==> src/rtl/otter_io_pkg.sv <==
// rtl/otter_io_pkg.sv - register map, STATUS bit positions and TX FSM states for the OTTER UART.
package otter_io_pkg;

  localparam logic [31:0] TXDATA_OFS = 32'h0;
  localparam logic [31:0] STATUS_OFS = 32'h4;
  localparam logic [31:0] CTRL_OFS   = 32'h8;
  localparam logic [31:0] DIV_OFS    = 32'hC;

  localparam int ST_EMPTY_BIT = 0;
  localparam int ST_FULL_BIT  = 1;
  localparam int ST_BUSY_BIT  = 2;
  localparam int ST_OVF_BIT   = 3;

  typedef enum logic [1:0] {IDLE, START, DATA, STOP} tx_state_t;

endpackage

==> src/rtl/io_sync_fifo.sv <==
// rtl/io_sync_fifo.sv - synchronous FIFO; pop on empty is ignored, push on full is accepted only with a pop.
module io_sync_fifo #(
  parameter int WIDTH = 8,
  parameter int DEPTH = 8
) (
  input  logic                     clk,
  input  logic                     rst,
  input  logic                     push,
  input  logic                     pop,
  input  logic [WIDTH-1:0]         din,
  output logic [WIDTH-1:0]         dout,
  output logic                     full,
  output logic                     empty,
  output logic [$clog2(DEPTH):0]   level
);

  localparam int AW = $clog2(DEPTH);

  logic [WIDTH-1:0] mem_q [DEPTH];
  logic [AW-1:0]    rd_ptr_q, rd_ptr_d;
  logic [AW-1:0]    wr_ptr_q, wr_ptr_d;
  logic [AW:0]      level_q, level_d;
  logic             do_push, do_pop;

  assign empty = (level_q == '0);
  assign full  = (level_q == (AW+1)'(DEPTH));
  assign level = level_q;
  assign dout  = mem_q[rd_ptr_q];

  assign do_pop  = pop & ~empty;
  assign do_push = push & (~full | do_pop);

  always_comb begin
    rd_ptr_d = rd_ptr_q;
    wr_ptr_d = wr_ptr_q;
    level_d  = level_q;
    if (do_pop)  rd_ptr_d = rd_ptr_q + 1'b1;
    if (do_push) wr_ptr_d = wr_ptr_q + 1'b1;
    if (do_push && !do_pop) level_d = level_q + 1'b1;
    else if (do_pop && !do_push) level_d = level_q - 1'b1;
  end

  always_ff @(posedge clk) begin
    if (rst) begin
      rd_ptr_q <= '0;
      wr_ptr_q <= '0;
      level_q  <= '0;
    end else begin
      rd_ptr_q <= rd_ptr_d;
      wr_ptr_q <= wr_ptr_d;
      level_q  <= level_d;
    end
  end

  always_ff @(posedge clk) begin
    if (do_push) mem_q[wr_ptr_q] <= din;
  end

endmodule

==> src/rtl/otter_io_uart_tx.sv <==
// rtl/otter_io_uart_tx.sv - memory-mapped 8N1 UART transmitter with TX FIFO and empty-and-idle interrupt.
module otter_io_uart_tx
  import otter_io_pkg::*;
#(
  parameter logic [31:0] BASE_ADDR   = 32'h1100_0100,
  parameter int          FIFO_DEPTH  = 8,
  parameter logic [15:0] DEFAULT_DIV = 16'd868
) (
  input  logic        clk,
  input  logic        rst,
  input  logic [31:0] iobus_addr,
  input  logic [31:0] iobus_out,
  input  logic        iobus_wr,
  output logic [31:0] iobus_in,
  output logic        rd_hit,
  output logic        tx,
  output logic        intr
);

  localparam int LW = $clog2(FIFO_DEPTH) + 1;

  tx_state_t   state_q, state_d;
  logic [15:0] cnt_q, cnt_d;
  logic [2:0]  bit_idx_q, bit_idx_d;
  logic [7:0]  data_q, data_d;
  logic        tx_q, tx_d;
  logic        intr_q, intr_d;
  logic        ovf_q, ovf_d;
  logic        intr_en_q, intr_en_d;
  logic [15:0] div_q, div_d;

  logic          sel_txdata, sel_status, sel_ctrl, sel_div;
  logic          push, pop, busy;
  logic [7:0]    fifo_dout;
  logic          fifo_full, fifo_empty;
  logic [LW-1:0] fifo_level;
  logic [15:0]   reload;
  logic          unused_iobus_out;

  assign sel_txdata = (iobus_addr == BASE_ADDR + TXDATA_OFS);
  assign sel_status = (iobus_addr == BASE_ADDR + STATUS_OFS);
  assign sel_ctrl   = (iobus_addr == BASE_ADDR + CTRL_OFS);
  assign sel_div    = (iobus_addr == BASE_ADDR + DIV_OFS);
  assign rd_hit     = sel_txdata | sel_status | sel_ctrl | sel_div;

  assign push   = iobus_wr & sel_txdata;
  assign busy   = (state_q != IDLE);
  // A divisor of 0 behaves as 1 so a bit always lasts at least one cycle.
  assign reload = (div_q == 16'd0) ? 16'd0 : div_q - 16'd1;
  assign unused_iobus_out = ^iobus_out[31:16];

  io_sync_fifo #(.WIDTH(8), .DEPTH(FIFO_DEPTH)) u_fifo (
    .clk   (clk),
    .rst   (rst),
    .push  (push),
    .pop   (pop),
    .din   (iobus_out[7:0]),
    .dout  (fifo_dout),
    .full  (fifo_full),
    .empty (fifo_empty),
    .level (fifo_level)
  );

  always_comb begin
    state_d   = state_q;
    cnt_d     = cnt_q;
    bit_idx_d = bit_idx_q;
    data_d    = data_q;
    tx_d      = tx_q;
    pop       = 1'b0;
    case (state_q)
      IDLE: begin
        if (!fifo_empty) begin
          pop     = 1'b1;
          data_d  = fifo_dout;
          state_d = START;
          cnt_d   = reload;
          tx_d    = 1'b0;
        end
      end
      START: begin
        if (cnt_q == 16'd0) begin
          state_d   = DATA;
          bit_idx_d = 3'd0;
          cnt_d     = reload;
          tx_d      = data_q[0];
        end else begin
          cnt_d = cnt_q - 16'd1;
        end
      end
      DATA: begin
        if (cnt_q == 16'd0) begin
          cnt_d = reload;
          if (bit_idx_q == 3'd7) begin
            state_d = STOP;
            tx_d    = 1'b1;
          end else begin
            bit_idx_d = bit_idx_q + 3'd1;
            tx_d      = data_q[bit_idx_q + 3'd1];
          end
        end else begin
          cnt_d = cnt_q - 16'd1;
        end
      end
      STOP: begin
        if (cnt_q == 16'd0) begin
          // Chain straight into the next start bit when more data is queued.
          if (!fifo_empty) begin
            pop     = 1'b1;
            data_d  = fifo_dout;
            state_d = START;
            cnt_d   = reload;
            tx_d    = 1'b0;
          end else begin
            state_d = IDLE;
          end
        end else begin
          cnt_d = cnt_q - 16'd1;
        end
      end
      default: state_d = IDLE;
    endcase
  end

  always_comb begin
    intr_en_d = intr_en_q;
    div_d     = div_q;
    ovf_d     = ovf_q;
    if (iobus_wr && sel_ctrl) intr_en_d = iobus_out[0];
    if (iobus_wr && sel_div)  div_d     = iobus_out[15:0];
    if (iobus_wr && sel_status && iobus_out[ST_OVF_BIT]) ovf_d = 1'b0;
    if (push && fifo_full && !pop) ovf_d = 1'b1;
    intr_d = intr_en_q & fifo_empty & ~busy;
  end

  always_ff @(posedge clk) begin
    if (rst) begin
      state_q   <= IDLE;
      cnt_q     <= '0;
      bit_idx_q <= '0;
      data_q    <= '0;
      tx_q      <= 1'b1;
      intr_q    <= 1'b0;
      ovf_q     <= 1'b0;
      intr_en_q <= 1'b0;
      div_q     <= DEFAULT_DIV;
    end else begin
      state_q   <= state_d;
      cnt_q     <= cnt_d;
      bit_idx_q <= bit_idx_d;
      data_q    <= data_d;
      tx_q      <= tx_d;
      intr_q    <= intr_d;
      ovf_q     <= ovf_d;
      intr_en_q <= intr_en_d;
      div_q     <= div_d;
    end
  end

  always_comb begin
    iobus_in = 32'h0;
    if (sel_status) begin
      iobus_in[15:8]         = 8'(fifo_level);
      iobus_in[ST_OVF_BIT]   = ovf_q;
      iobus_in[ST_BUSY_BIT]  = busy;
      iobus_in[ST_FULL_BIT]  = fifo_full;
      iobus_in[ST_EMPTY_BIT] = fifo_empty;
    end else if (sel_ctrl) begin
      iobus_in[0] = intr_en_q;
    end else if (sel_div) begin
      iobus_in[15:0] = div_q;
    end
  end

  assign tx   = tx_q;
  assign intr = intr_q;

endmodule

==> config.mk <==
export PLATFORM = sky130hd
export DESIGN_NAME = otter_io_uart_tx
export DESIGN_NICKNAME = d
export VERILOG_FILES = /design/src/rtl/otter_io_pkg.sv /design/src/rtl/io_sync_fifo.sv /design/src/rtl/otter_io_uart_tx.sv
export SDC_FILE = /design/constraint.sdc
export NUM_CORES = 1
export LEC_CHECK = 0
export ABC_CLOCK_PERIOD_IN_PS = 3900
export CAP_MARGIN = 20
export CORE_AREA = 10 10 99 189
export CTS_CLUSTER_DIAMETER = 60
export DETAILED_ROUTE_END_ITERATION = 12
export DIE_AREA = 0 0 109 199
export PLACE_DENSITY = 0.66
export SLEW_MARGIN = 0
export SYNTH_ARGS = -nofsm -noshare
export SYNTH_HDL_FRONTEND = slang
export SYNTH_SLANG_ARGS = --single-unit
export TNS_END_PERCENT = 50
==> constraint.sdc <==
create_clock -name clk -period 3.9 [get_ports clk]
set_input_delay 0.78 -clock clk [delete_from_list [all_inputs] [get_ports clk]]
set_output_delay 0.78 -clock clk [all_outputs]
set_load 0.01 [all_outputs]
==> run metrics <==
final-report setup violation count=0; vias per std cell=~5.8; clk buf depth=2; CTS Buf Count=17; CP endpoint=iobus_in[4]; Comb pwr share=between 40% and 50%; vias in the first global route=5387; P_sw=2100 uW; Area Overhead vs Synth=21.8%; CP Launch Type=input port; GR Layer Usage met2=35.5%; clock latency on the worst-skew pair=between 0.4 and 0.5 ns; met3 Track Usage GR=between 2 and 3%; endpoints failing hold=0; fin cells=900; Initial Utilization=43.1%; GRT Util Overall=18.2%; Post-synth ARST share=0%; Critical Path, Cell by Cell=clkdlybuf4s50_1, nor4b_1, nand4_1, or2_1, inv_1, and3_1, buf_12, and2_1, clkdlybuf4s50_1; CP max stage delay=0.56 ns; register area share after synthesis=a little under half; Post-synth EDFFs=64; cell mode on critical path=clkdlybuf4s50_1; routability cong.=0.898; share of cells above drive strength 1=14.6%; largest net degree at the start of global routing=27; CP max stage cell=clkdlybuf4s50_1; max_slew headroom=38.5%; top-count cell post-synth=edfxtp_1; DRT Wirelength=between 15000 and 20000 um; H-tree levels=4; Final Slew Violations=0; Area after DPL=7610 um2; most used flip-flop cell after synthesis=edfxtp_1; diode count=0; Final Instance Area=a little over 8000 um2; CTS tree=built; Critical Path Sink Type=output pin; area share of the largest cell type after synthesis=28.4%; dominant cell type by area after synthesis=edfxtp_1; Slew @ Worst Pin=0.921 ns; status=finished clean; first-pass GRT wire length=30100 um; Top Usage Layer GRT=met2; Setup crit start=iobus_addr[25]; CP max FO=15; reg2reg end=u_fifo.level[3]; FILL cells=1391; syn_area_per_cell=11.0 um2; root buffer cell=clkbuf_16; HPWL Detailed=14500 um; min cycle time layout=3.82 ns; final setup TNS=0 ns; Worst EP arrival=3.04 ns; ANT nets after route=0; Hold WS=0.499 ns; P per Cell Area=approximately 670 nW/um2; GR Layer Usage met1=between 10% and 20%; Peak Freq=262 MHz; vias=5197; initial antenna violation count=0; # hold bufs at CTS=0; Internal=3410 uW; I/O Pins=102; CP Class=in2out; # DRC=0; CTS Sinks=roughly 130; Cells after Synth=616; Die X=109 um; port bufs=69; Yosys cell types=77; # rows=65; Reg clk slew, reported paths=~0.060 ns; maxcap violations=0; initial DRC count=approximately 250; WP data required=roughly 3.1 ns; Final nets=approximately 770; Clock power frac=27.5%; maximum vdd drop=about 0.45 mV; Tcrit/Tclk final=98.0%; Setup Skew=0.0140 ns; flop-to-flop setup slack=0.32 ns; flops & latches, synth=between 100 and 150; Die Footprint=21700 um2; Net Sw Frac=38.1%; die height=199 um; total setup buffers inserted after CTS=0; top cells by area, synth=edfxtp_1 28%, dfxtp_1 18%, mux4_2 5.7%, mux2i_1 4.0%, nor2_1 3.3%; Synthesis Warnings=0; total grt overflow=0; core area=15700 um2; Mapped Area=6760 um2; leakage=a little under 0.003 uW; total power=5510 uW; worst r2r src=cnt_q[0]; R2R depth=15; top post-synthesis cells by count=64 x edfxtp_1, 62 x dfxtp_1, 60 x nor2_1; drt pass-1 iters=5; unrepaired setup endpoints after global routing=false; register share of total power=roughly a third; HP Class=reg2reg; Inst Count DP=868; post-CTS sizing=0; Routed wire per std cell=21.3 um
[cells by family (layout without fill, tap and decap cells)]
group	count (synthesis)	count (layout)	synth area share, %
flops	126	126	46.8
compound gates	116	116	12.7
buf+inv	65	133	5.05
mux	49	49	10.5
other cells	1	16	0.0555
fa+ha+maj	15	15	2.89
xor+xnor	24	24	3.11
simple gates	220	220	18.8
[final cells by class]
type | count | area, um2 | area share [%]
Multi-Input combinational cell | 440 | 3340 | 40.6
Timing Repair Buffer | 86 | 848 | 10.3
Clock inverter | 12 | 106 | 1.29
Sequential cell | 126 | 3160 | 38.4
Inverter | 15 | 56.3 | 0.684
Clock buffer | 20 | 468 | 5.68
Tap cell | 201 | 251 | 3.05
[worst min-delay path by stage]
stage,cells past startpoint,slack (ns),start,endpoint
2_1_floorplan,2,0.46,intr_en_q,intr_en_q
3_3_place_gp,2,0.49,u_fifo.rd_ptr_q[1],u_fifo.rd_ptr_q[1]
3_5_place_dp,1,0.49,tx,tx
4_1_cts,1,0.51,tx,tx
5_1_grt,2,0.53,data_q[1],data_q[1]
6_report,1,0.50,tx,tx
[power groups by stage]
stage          Combinational [uW]  Clock [uW]  Sequential (uW)
6_report                     2220        1520             1780
5_1_grt                      2470        1590             1810
4_1_cts                      2210        1540             1780
3_5_place_dp                 2200           0             1800
3_3_place_gp                 2160           0             1790
2_1_floorplan                1740           0             1690
[placed cells by master, fill, tap and decap left out, types with 4 or more instances in the layout]
master           Yosys  routed
nor4_1              10       7
and2_1               9       9
clkdlybuf4s50_1      0      59
dfxtp_1             62      62
nand3b_1             4       4
mux2i_1             27      27
buf_4               18      16
edfxtp_1            64      64
mux4_2              17      17
clkbuf_16            0      18
a21oi_1             18      18
nor3_1              17      17
a22o_1              12      12
nand3_1              7       7
nor2_1              60      60
nand2b_1             6       6
conb_1               1      16
xor2_1              11      11
a211oi_1             9       9
nor4_2               4       7
or3_1                8       8
a22oi_1              7       7
xnor2_1             13      13
nand2_1             43      43
nor2b_1              6       6
ha_1                14      14
nand4_1              9       9
o31ai_1              6       6
mux2_2               5       5
inv_1               15      15
dlymetal6s2s_1       0       9
clkinv_2             0       4
o22ai_1              8       8
o21ai_0             18      18
[critical path: cells and delay by family]
family,cells,cell delay [ns]
and+or+nand+nor,5,1.07
buffers and inverters,4,1.18
[sequential cells by signal, indices dropped and copies added, names as in the netlist, named ones only]
name             flops
u_fifo.mem_q        64
cnt_q               16
div_q               16
data_q               8
u_fifo.level         4
bit_idx_q            3
u_fifo.rd_ptr_q      3
u_fifo.wr_ptr_q      3
state_q              2
intr                 1
intr_en_q            1
ovf_q                1
tx                   1
[per-layer routing]
layer / up-vias / routed length [um]
li1: 2452 / -
met1: 2584 / 6570
met2: 126 / 11200
met3: 35 / 598
met4: 0 / 817
met5: - / 0
[metrics by stage]
| step | util [%] | worst slack [ns] |
|---|---|---|
| finish | 52.5 | 0.0785 |
| global route | 52.5 | 0.00135 |
| detailed placement | 48.5 | 0.0238 |
| global placement | 48.5 | 0.0335 |
| floorplan | - | 0.537 |
| CTS | 52.2 | 0.0257 |
(Power assumes the default switching activity.)
